<file path="src/rtl/tile_write_scheduler_if.sv">
// Command and engine bus for the tile write scheduler.
// Handshake: cmd transfers on a cycle where cmd_valid & cmd_ready are both 1; eng_valid holds with a stable payload until eng_ready, a one-cycle done pulse.
interface tile_write_scheduler_if;
  logic         cmd_valid;
  logic         cmd_ready;
  logic [1:0]   cmd_op;
  logic [63:0]  cmd_data;
  logic [63:0]  cmd_strobe;
  logic [15:0]  cmd_win;
  logic [255:0] cmd_area;
  logic         eng_valid;
  logic         eng_ready;
  logic [63:0]  eng_data;
  logic [63:0]  eng_strobe;
  logic [3:0]   eng_axlo;
  logic [3:0]   eng_axhi;
  logic [3:0]   eng_aylo;
  logic [3:0]   eng_ayhi;
  logic [255:0] eng_area_in;
  logic [255:0] eng_area_out;

  modport slave (
    input  cmd_valid, cmd_op, cmd_data, cmd_strobe, cmd_win, cmd_area,
    output cmd_ready,
    output eng_valid, eng_data, eng_strobe, eng_axlo, eng_axhi, eng_aylo, eng_ayhi, eng_area_in,
    input  eng_ready, eng_area_out
  );

  modport master (
    output cmd_valid, cmd_op, cmd_data, cmd_strobe, cmd_win, cmd_area,
    input  cmd_ready,
    input  eng_valid, eng_data, eng_strobe, eng_axlo, eng_axhi, eng_aylo, eng_ayhi, eng_area_in,
    output eng_ready, eng_area_out
  );
endinterface

</file>
<file path="src/rtl/tile_write_scheduler.sv">
// Buffers WRITE/LOAD/CLEAR/NOP commands and issues WRITEs one at a time to the tile engine,
// owning the committed 16x16 area, completion count and a stuck-engine watchdog.
module tile_write_scheduler #(
  parameter int DEPTH   = 4,
  parameter int TIMEOUT = 4096
) (
  input  logic                   clk,
  input  logic                   resetn,
  tile_write_scheduler_if.slave  bus,
  output logic [255:0]           area,
  input  logic [3:0]             rd_row,
  output logic [15:0]            rd_row_data,
  output logic                   busy,
  output logic                   done,
  output logic [15:0]            cmd_count,
  output logic                   err_timeout,
  output logic                   dbg_state
);
  localparam int AW = $clog2(DEPTH);
  localparam int WW = $clog2(TIMEOUT + 1);
  localparam logic [1:0] OP_WRITE = 2'd0;
  localparam logic [1:0] OP_LOAD  = 2'd1;
  localparam logic [1:0] OP_CLEAR = 2'd2;

  typedef enum logic {S_IDLE = 1'b0, S_RUN = 1'b1} state_t;
  state_t state, state_nx;

  logic [1:0]   q_op     [DEPTH];
  logic [63:0]  q_data   [DEPTH];
  logic [63:0]  q_strobe [DEPTH];
  logic [15:0]  q_win    [DEPTH];
  logic [255:0] q_area   [DEPTH];

  logic [AW-1:0] wr_ptr, rd_ptr;
  logic [AW:0]   occ;
  logic          full, empty, push, pop;
  logic [63:0]   cur_data, cur_strobe;
  logic [15:0]   cur_win;
  logic [WW-1:0] wd_cnt;

  assign full  = (occ == (AW+1)'(DEPTH));
  assign empty = (occ == '0);
  assign push  = bus.cmd_valid && !full;

  // The 256-bit payload is only meaningful for LOAD, so it is captured only then.
  always_ff @(posedge clk) begin
    if (push) begin
      q_op[wr_ptr]     <= bus.cmd_op;
      q_data[wr_ptr]   <= bus.cmd_data;
      q_strobe[wr_ptr] <= bus.cmd_strobe;
      q_win[wr_ptr]    <= bus.cmd_win;
      if (bus.cmd_op == OP_LOAD) q_area[wr_ptr] <= bus.cmd_area;
    end
  end

  always_comb begin
    state_nx = state;
    pop      = 1'b0;
    case (state)
      S_IDLE: begin
        if (!empty) begin
          pop = 1'b1;
          if (q_op[rd_ptr] == OP_WRITE) state_nx = S_RUN;
        end
      end
      S_RUN: begin
        if (bus.eng_ready) state_nx = S_IDLE;
      end
      default: state_nx = S_IDLE;
    endcase
  end

  always_ff @(posedge clk) begin
    if (!resetn) begin
      state       <= S_IDLE;
      wr_ptr      <= '0;
      rd_ptr      <= '0;
      occ         <= '0;
      cur_data    <= '0;
      cur_strobe  <= '0;
      cur_win     <= '0;
      area        <= '0;
      done        <= 1'b0;
      cmd_count   <= '0;
      wd_cnt      <= '0;
      err_timeout <= 1'b0;
    end else begin
      state <= state_nx;
      done  <= 1'b0;
      if (push) wr_ptr <= wr_ptr + 1'b1;
      if (pop)  rd_ptr <= rd_ptr + 1'b1;
      if (push && !pop)      occ <= occ + 1'b1;
      else if (pop && !push) occ <= occ - 1'b1;

      if (pop) begin
        cur_data   <= q_data[rd_ptr];
        cur_strobe <= q_strobe[rd_ptr];
        cur_win    <= q_win[rd_ptr];
        wd_cnt     <= '0;
        case (q_op[rd_ptr])
          OP_LOAD:  area <= q_area[rd_ptr];
          OP_CLEAR: area <= '0;
          default:  ;
        endcase
        // Everything except WRITE finishes at the pop edge itself.
        if (q_op[rd_ptr] != OP_WRITE) begin
          done      <= 1'b1;
          cmd_count <= cmd_count + 1'b1;
        end
      end

      if (state == S_RUN) begin
        if (bus.eng_ready) begin
          area      <= bus.eng_area_out;
          done      <= 1'b1;
          cmd_count <= cmd_count + 1'b1;
        end
        // Saturating count; the flag is sticky and the engine is never aborted.
        if (wd_cnt != WW'(TIMEOUT))     wd_cnt      <= wd_cnt + 1'b1;
        if (wd_cnt == WW'(TIMEOUT - 1)) err_timeout <= 1'b1;
      end
    end
  end

  assign bus.cmd_ready   = !full;
  assign bus.eng_valid   = (state == S_RUN);
  assign bus.eng_data    = cur_data;
  assign bus.eng_strobe  = cur_strobe;
  assign bus.eng_axlo    = cur_win[3:0];
  assign bus.eng_axhi    = cur_win[7:4];
  assign bus.eng_aylo    = cur_win[11:8];
  assign bus.eng_ayhi    = cur_win[15:12];
  assign bus.eng_area_in = area;

  assign busy        = !empty || (state != S_IDLE);
  assign rd_row_data = area[{rd_row, 4'b0000} +: 16];
  assign dbg_state   = state;
endmodule

</file>
<file path="src/flat_wrapper.sv">
// flat-port wrapper written by rule: the top's interface ports become plain ports
module tile_write_scheduler_flat 
#(
  parameter int DEPTH   = 4,
  parameter int TIMEOUT = 4096
)
  (clk, resetn, area, rd_row, rd_row_data, busy, done, cmd_count, err_timeout, dbg_state, bus_cmd_valid, bus_cmd_op, bus_cmd_data, bus_cmd_strobe, bus_cmd_win, bus_cmd_area, bus_cmd_ready, bus_eng_valid, bus_eng_data, bus_eng_strobe, bus_eng_axlo, bus_eng_axhi, bus_eng_aylo, bus_eng_ayhi, bus_eng_area_in, bus_eng_ready, bus_eng_area_out);
  tile_write_scheduler_if bus_i ();
  input  logic clk;
  input  logic resetn;
  output logic [255:0] area;
  input  logic [3:0] rd_row;
  output logic [15:0] rd_row_data;
  output logic busy;
  output logic done;
  output logic [15:0] cmd_count;
  output logic err_timeout;
  output logic dbg_state;
  input wire logic [$bits(bus_i.cmd_valid)-1:0] bus_cmd_valid;
  input wire logic [$bits(bus_i.cmd_op)-1:0] bus_cmd_op;
  input wire logic [$bits(bus_i.cmd_data)-1:0] bus_cmd_data;
  input wire logic [$bits(bus_i.cmd_strobe)-1:0] bus_cmd_strobe;
  input wire logic [$bits(bus_i.cmd_win)-1:0] bus_cmd_win;
  input wire logic [$bits(bus_i.cmd_area)-1:0] bus_cmd_area;
  output wire logic [$bits(bus_i.cmd_ready)-1:0] bus_cmd_ready;
  output wire logic [$bits(bus_i.eng_valid)-1:0] bus_eng_valid;
  output wire logic [$bits(bus_i.eng_data)-1:0] bus_eng_data;
  output wire logic [$bits(bus_i.eng_strobe)-1:0] bus_eng_strobe;
  output wire logic [$bits(bus_i.eng_axlo)-1:0] bus_eng_axlo;
  output wire logic [$bits(bus_i.eng_axhi)-1:0] bus_eng_axhi;
  output wire logic [$bits(bus_i.eng_aylo)-1:0] bus_eng_aylo;
  output wire logic [$bits(bus_i.eng_ayhi)-1:0] bus_eng_ayhi;
  output wire logic [$bits(bus_i.eng_area_in)-1:0] bus_eng_area_in;
  input wire logic [$bits(bus_i.eng_ready)-1:0] bus_eng_ready;
  input wire logic [$bits(bus_i.eng_area_out)-1:0] bus_eng_area_out;
  assign bus_i.cmd_valid = bus_cmd_valid;
  assign bus_i.cmd_op = bus_cmd_op;
  assign bus_i.cmd_data = bus_cmd_data;
  assign bus_i.cmd_strobe = bus_cmd_strobe;
  assign bus_i.cmd_win = bus_cmd_win;
  assign bus_i.cmd_area = bus_cmd_area;
  assign bus_cmd_ready = bus_i.cmd_ready;
  assign bus_eng_valid = bus_i.eng_valid;
  assign bus_eng_data = bus_i.eng_data;
  assign bus_eng_strobe = bus_i.eng_strobe;
  assign bus_eng_axlo = bus_i.eng_axlo;
  assign bus_eng_axhi = bus_i.eng_axhi;
  assign bus_eng_aylo = bus_i.eng_aylo;
  assign bus_eng_ayhi = bus_i.eng_ayhi;
  assign bus_eng_area_in = bus_i.eng_area_in;
  assign bus_i.eng_ready = bus_eng_ready;
  assign bus_i.eng_area_out = bus_eng_area_out;
  tile_write_scheduler #(.DEPTH(DEPTH), .TIMEOUT(TIMEOUT)) u_core (.clk(clk), .resetn(resetn), .bus(bus_i), .area(area), .rd_row(rd_row), .rd_row_data(rd_row_data), .busy(busy), .done(done), .cmd_count(cmd_count), .err_timeout(err_timeout), .dbg_state(dbg_state));
endmodule
</file>
<file path="config.mk">
export PLATFORM = sky130hd
export DESIGN_NAME = tile_write_scheduler_flat
export DESIGN_NICKNAME = d
export VERILOG_FILES = /design/src/rtl/tile_write_scheduler_if.sv /design/src/rtl/tile_write_scheduler.sv /design/src/flat_wrapper.sv
export SDC_FILE = /design/constraint.sdc
export NUM_CORES = 2
export LEC_CHECK = 0
export ABC_CLOCK_PERIOD_IN_PS = 10300
export CAP_MARGIN = 40
export CORE_AREA = 2 2 537 539
export CTS_BUF_LIST = sky130_fd_sc_hd__clkbuf_4 sky130_fd_sc_hd__clkbuf_8 sky130_fd_sc_hd__clkbuf_16
export DETAILED_ROUTE_END_ITERATION = 7
export DIE_AREA = 0 0 539 541
export GPL_TIMING_DRIVEN = 0
export SYNTH_ARGS = -nofsm -noshare
export SYNTH_HDL_FRONTEND = slang
export SYNTH_SLANG_ARGS = --single-unit
</file>
<file path="constraint.sdc">
create_clock -name clk -period 10.3 [get_ports clk]
set_input_delay 1.03 -clock clk [delete_from_list [all_inputs] [get_ports clk]]
set_output_delay 1.03 -clock clk [all_outputs]
set_load 0.03 [all_outputs]
</file>
==> metrics.json <==
{
  "cts": {
    "postCtsResizedCells": 0,
    "cts-htree-levels": 4,
    "cts.repair_timing.setup_buffer_count": 0,
    "cts_tree": "done",
    "clk_path_buf_depth": 4,
    "clockRootBuffer": "clkbuf_16",
    "tritoncts.num_buffers": 217,
    "clk_pin_slew_worst_paths_ns": 0.06,
    "cts_hold_buffers": 0,
    "clock_latency_ns": 0.89,
    "clock-sinks": 2049
  },
  "yosys": {
    "number_of_nets_in_the_synthesized_netlist": 5191,
    "ys_ff_latch": 2049,
    "area_share_of_fa_ha_maj_cells_after_synthesis_pct": 0.184,
    "synthFlopType": "edfxtp_1",
    "synth_top_family_by_area": "multiplexers",
    "synthDominantCellAreaShare_pct": 61.3,
    "synthesis.instances": 4514,
    "synth_compound_area_share_pct": 6.01,
    "synth_most_common_cell": "edfxtp_1",
    "synth_xor_xnor_area_share_pct": 0.189,
    "synth-warning-count": 0,
    "synth_area_leaders": "edfxtp_1 (61%), mux4_2 (13%), dfxtp_1 (11%), o221ai_1 (2.8%), buf_4 (2.7%)",
    "synthSimpleGateAreaFrac_pct": 3.38,
    "synth-async-reset-ratio_pct": 0,
    "seq_area_frac_synth_pct": 72.5,
    "average_instance_area_after_synthesis_sq_um": 17.5,
    "synth.distinct_cells": 48,
    "yosys-top-cells-count": "edfxtp_1 (1608), mux4_2 (466), dfxtp_1 (441), a21oi_1 (413), nand2_1 (314)",
    "synth_edf_count": 1608,
    "netlist_area_before_placement_sq_um": 78800,
    "synth.mux.area_fraction_pct": 13.4,
    "netlist.top_cell.by_area": "edfxtp_1"
  },
  "power_and_ir_drop": {
    "cellLeakagePower_nw": 35.1,
    "ir_drop_mv": 0.262,
    "power_per_cell_area_nw_per_um2": 279,
    "report.power.total_mw": 29.6
  },
  "floorplanning": {
    "floorplan.rows": 197,
    "floorplan.die.width_microns": 539,
    "fp.dieArea_sq_um": 292000,
    "die_height_microns": 541,
    "ios": 1360,
    "initial_utilization_pct": 27.5,
    "fp.coreArea_sq_um": 286000
  },
  "drt": {
    "finalWirelength_microns": 336000,
    "final_antenna_net_count": 0,
    "detailroute.via_count": 51100,
    "dr.pass1.iters": 6,
    "avg_vias_per_cell": 5.02,
    "routedWlPerCell_microns": 33.0,
    "dr_iter_0_viols": 5802,
    "drcViolationCount": 0
  },
  "finish": {
    "final_layout_size_suffix_gt1_share_pct": 21.0,
    "post-route-cell-area_sq_um": 106000,
    "layout.area.seq_sq_um": 57100,
    "instances_no_fill": 10200,
    "n_fill_cell": 26700,
    "total_area_of_multi_input_combinational_cells_sq_um": 18300,
    "area.growth.synth_to_final_pct": 34.6,
    "layout.nets": 6821,
    "post-route-util_pct": 37.0
  },
  "global_route": {
    "largest_net_degree_at_the_start_of_global_routing": 51,
    "first_global_vias": 50600,
    "overflow": 0,
    "grt_antenna_before_repair": 146,
    "grtUsageTotal_pct": 22.2,
    "grt_first_pass_wirelength_microns": 443000
  },
  "critical_path": {
    "crit_type": "in2out",
    "crit_chain": "buf_2 -> buf_2 -> mux4_2 -> a22oi_1 -> nand2_1 -> clkdlybuf4s50_1",
    "timing.critical_path.to_type": "primary output",
    "rrSetupSlack_ns": 6.04,
    "path_common_cell": "buf_2",
    "crit_path_required_time_ns": 9.27,
    "slowest_delay_ns": 0.67,
    "r2r.worst_path.cells": 12,
    "r2r_end": "u_core.area[123]",
    "timing.critical_path.buf_inv": 3,
    "worst_path_max_delay_cell": "buf_2",
    "startpoint_type": "input port",
    "cp_max_fo": 10,
    "timing.critical_path.arrival_ns": 4.17,
    "path_delay_family": "buffers and inverters"
  },
  "sta": {
    "final-hold-violation-count": 0,
    "setup_viol_count_final": 0,
    "timing.final.max_slew_violations": 0,
    "clock_skew_ns": 0.0597,
    "worst_slack_ns": 5.10,
    "max_clock_freq_mhz": 192,
    "rsz0062_at_grt": "no",
    "max-slew-margin-rel_pct": 37.5,
    "worst_pin_slew_ns": 0.936,
    "fin_crit_ns": 5.20,
    "timing.final.crit_share_pct": 50.5
  },
  "place": {
    "dpl_worst_slack_ns": 4.94,
    "routabilityCongestion": 0.959,
    "postPlaceCellArea_sq_um": 98300,
    "cell_total_after_placement": 9705,
    "dp_hpwl_microns": 260000,
    "buffer_ports.inserted": 1357
  },
  "min_path": {
    "min_path_cells": 2,
    "min_to": "u_core.err_timeout",
    "worstHoldStart": "u_core.err_timeout",
    "timing.hold.worst.class": "reg2reg"
  },
  "flow_run": {
    "max_cap_viols": 0
  },
  "run_status": {
    "status": "completed"
  }
}
state kept, by name, summed over array words and instances (netlist names), 8 cells and up, named ones only:
| register | cells |
|---|---|
| u_core.q_op | 8 |
| u_core.cmd_count | 16 |
| u_core.q_strobe | 256 |
| u_core.bus.eng_data | 64 |
| u_core.q_data | 256 |
| u_core.bus.eng_strobe | 64 |
| u_core.q_area | 1024 |
| u_core.area | 256 |
| u_core.q_win | 64 |
| u_core.wd_cnt | 13 |
| u_core.cur_win | 16 |
layout make-up:
class,count,area share [%]
clock inverters,103,1.12
inverters,16,0.0566
diodes,86,0.203
flip-flops and latches,2049,53.8
multi-input cells,1881,17.2
plain buffers,568,3.18
repair buffers,1411,13.9
well taps,3781,4.46
clock buffers,300,6.01
worst max-delay path by stage:
stage | depth (start not counted) | start | endpoint
floorplan | 4 | bus_cmd_valid | u_core.q_area[0][0]
global placement | 5 | bus_cmd_valid | u_core.q_area[1][118]
detailed placement | 6 | rd_row[0] | rd_row_data[11]
CTS | 6 | rd_row[0] | rd_row_data[11]
global route | 6 | rd_row[0] | rd_row_data[11]
finish | 6 | rd_row[0] | rd_row_data[9]
power breakdown:
part / switching (mW) / leakage [nW] / internal, mW
Clock: 3.32 / 3.78 / 4.88
Combinational: 6.33 / 13.1 / 4.12
Sequential: 1.10 / 18.2 / 9.83
Total: 10.7 / 35.1 / 18.8
metrics by stage:
| step | TNS [ns] | hold WS (ns) |
|---|---|---|
| final | 0 | 0.451 |
| after global routing | 0 | 0.474 |
| after global placement | -4159.46 | 0.442 |
| after CTS | 0 | 0.455 |
| after detailed placement | 0 | 0.441 |
| after floorplan | 0 | 0.483 |
cells by family (layout without fill, tap and decap cells):
logic type                 Yosys count  in the layout
AOI/OAI and AO/OA                  723            723
xor gates and xnor gates            17             17
adders and majority gates           11             11
buffers and inverters              584           2398
DFF                               2049           2049
muxes                              473            473
other                                0             86
and+or+nand+nor                    657            657
routing by layer:
layer / GRT usage, % / wire length, microns
met5: 0 / 623
met4: 11.6 / 18500
met3: 6.83 / 32200
met2: 38.0 / 167000
met1: 24.9 / 118000
placed cells by master, fill, tap and decap left out, drive strengths merged, types with 6 or more instances in the layout:
master / count
and3: 8
ha: 10
o221ai: 256
mux4: 466
buf: 491
nor2: 283
a22oi: 32
nand3: 8
nand2: 314
a21oi: 413
clkdlybuf4s50: 1357
inv: 23
clkinv: 70
o21ai: 7
nand4: 6
edfxtp: 1608
or3: 9
xor2: 12
diode: 86
and2: 9
dfxtp: 441
mux2i: 7
o31ai: 7
clkbuf: 431
bufinv: 22
worst min-delay path, cell delays in order, from the launching register on:
cell and delay, ns:
dfxtp_1 0.31, inv_1 0.05, a21oi_1 0.05
(Power assumes the default switching activity.)
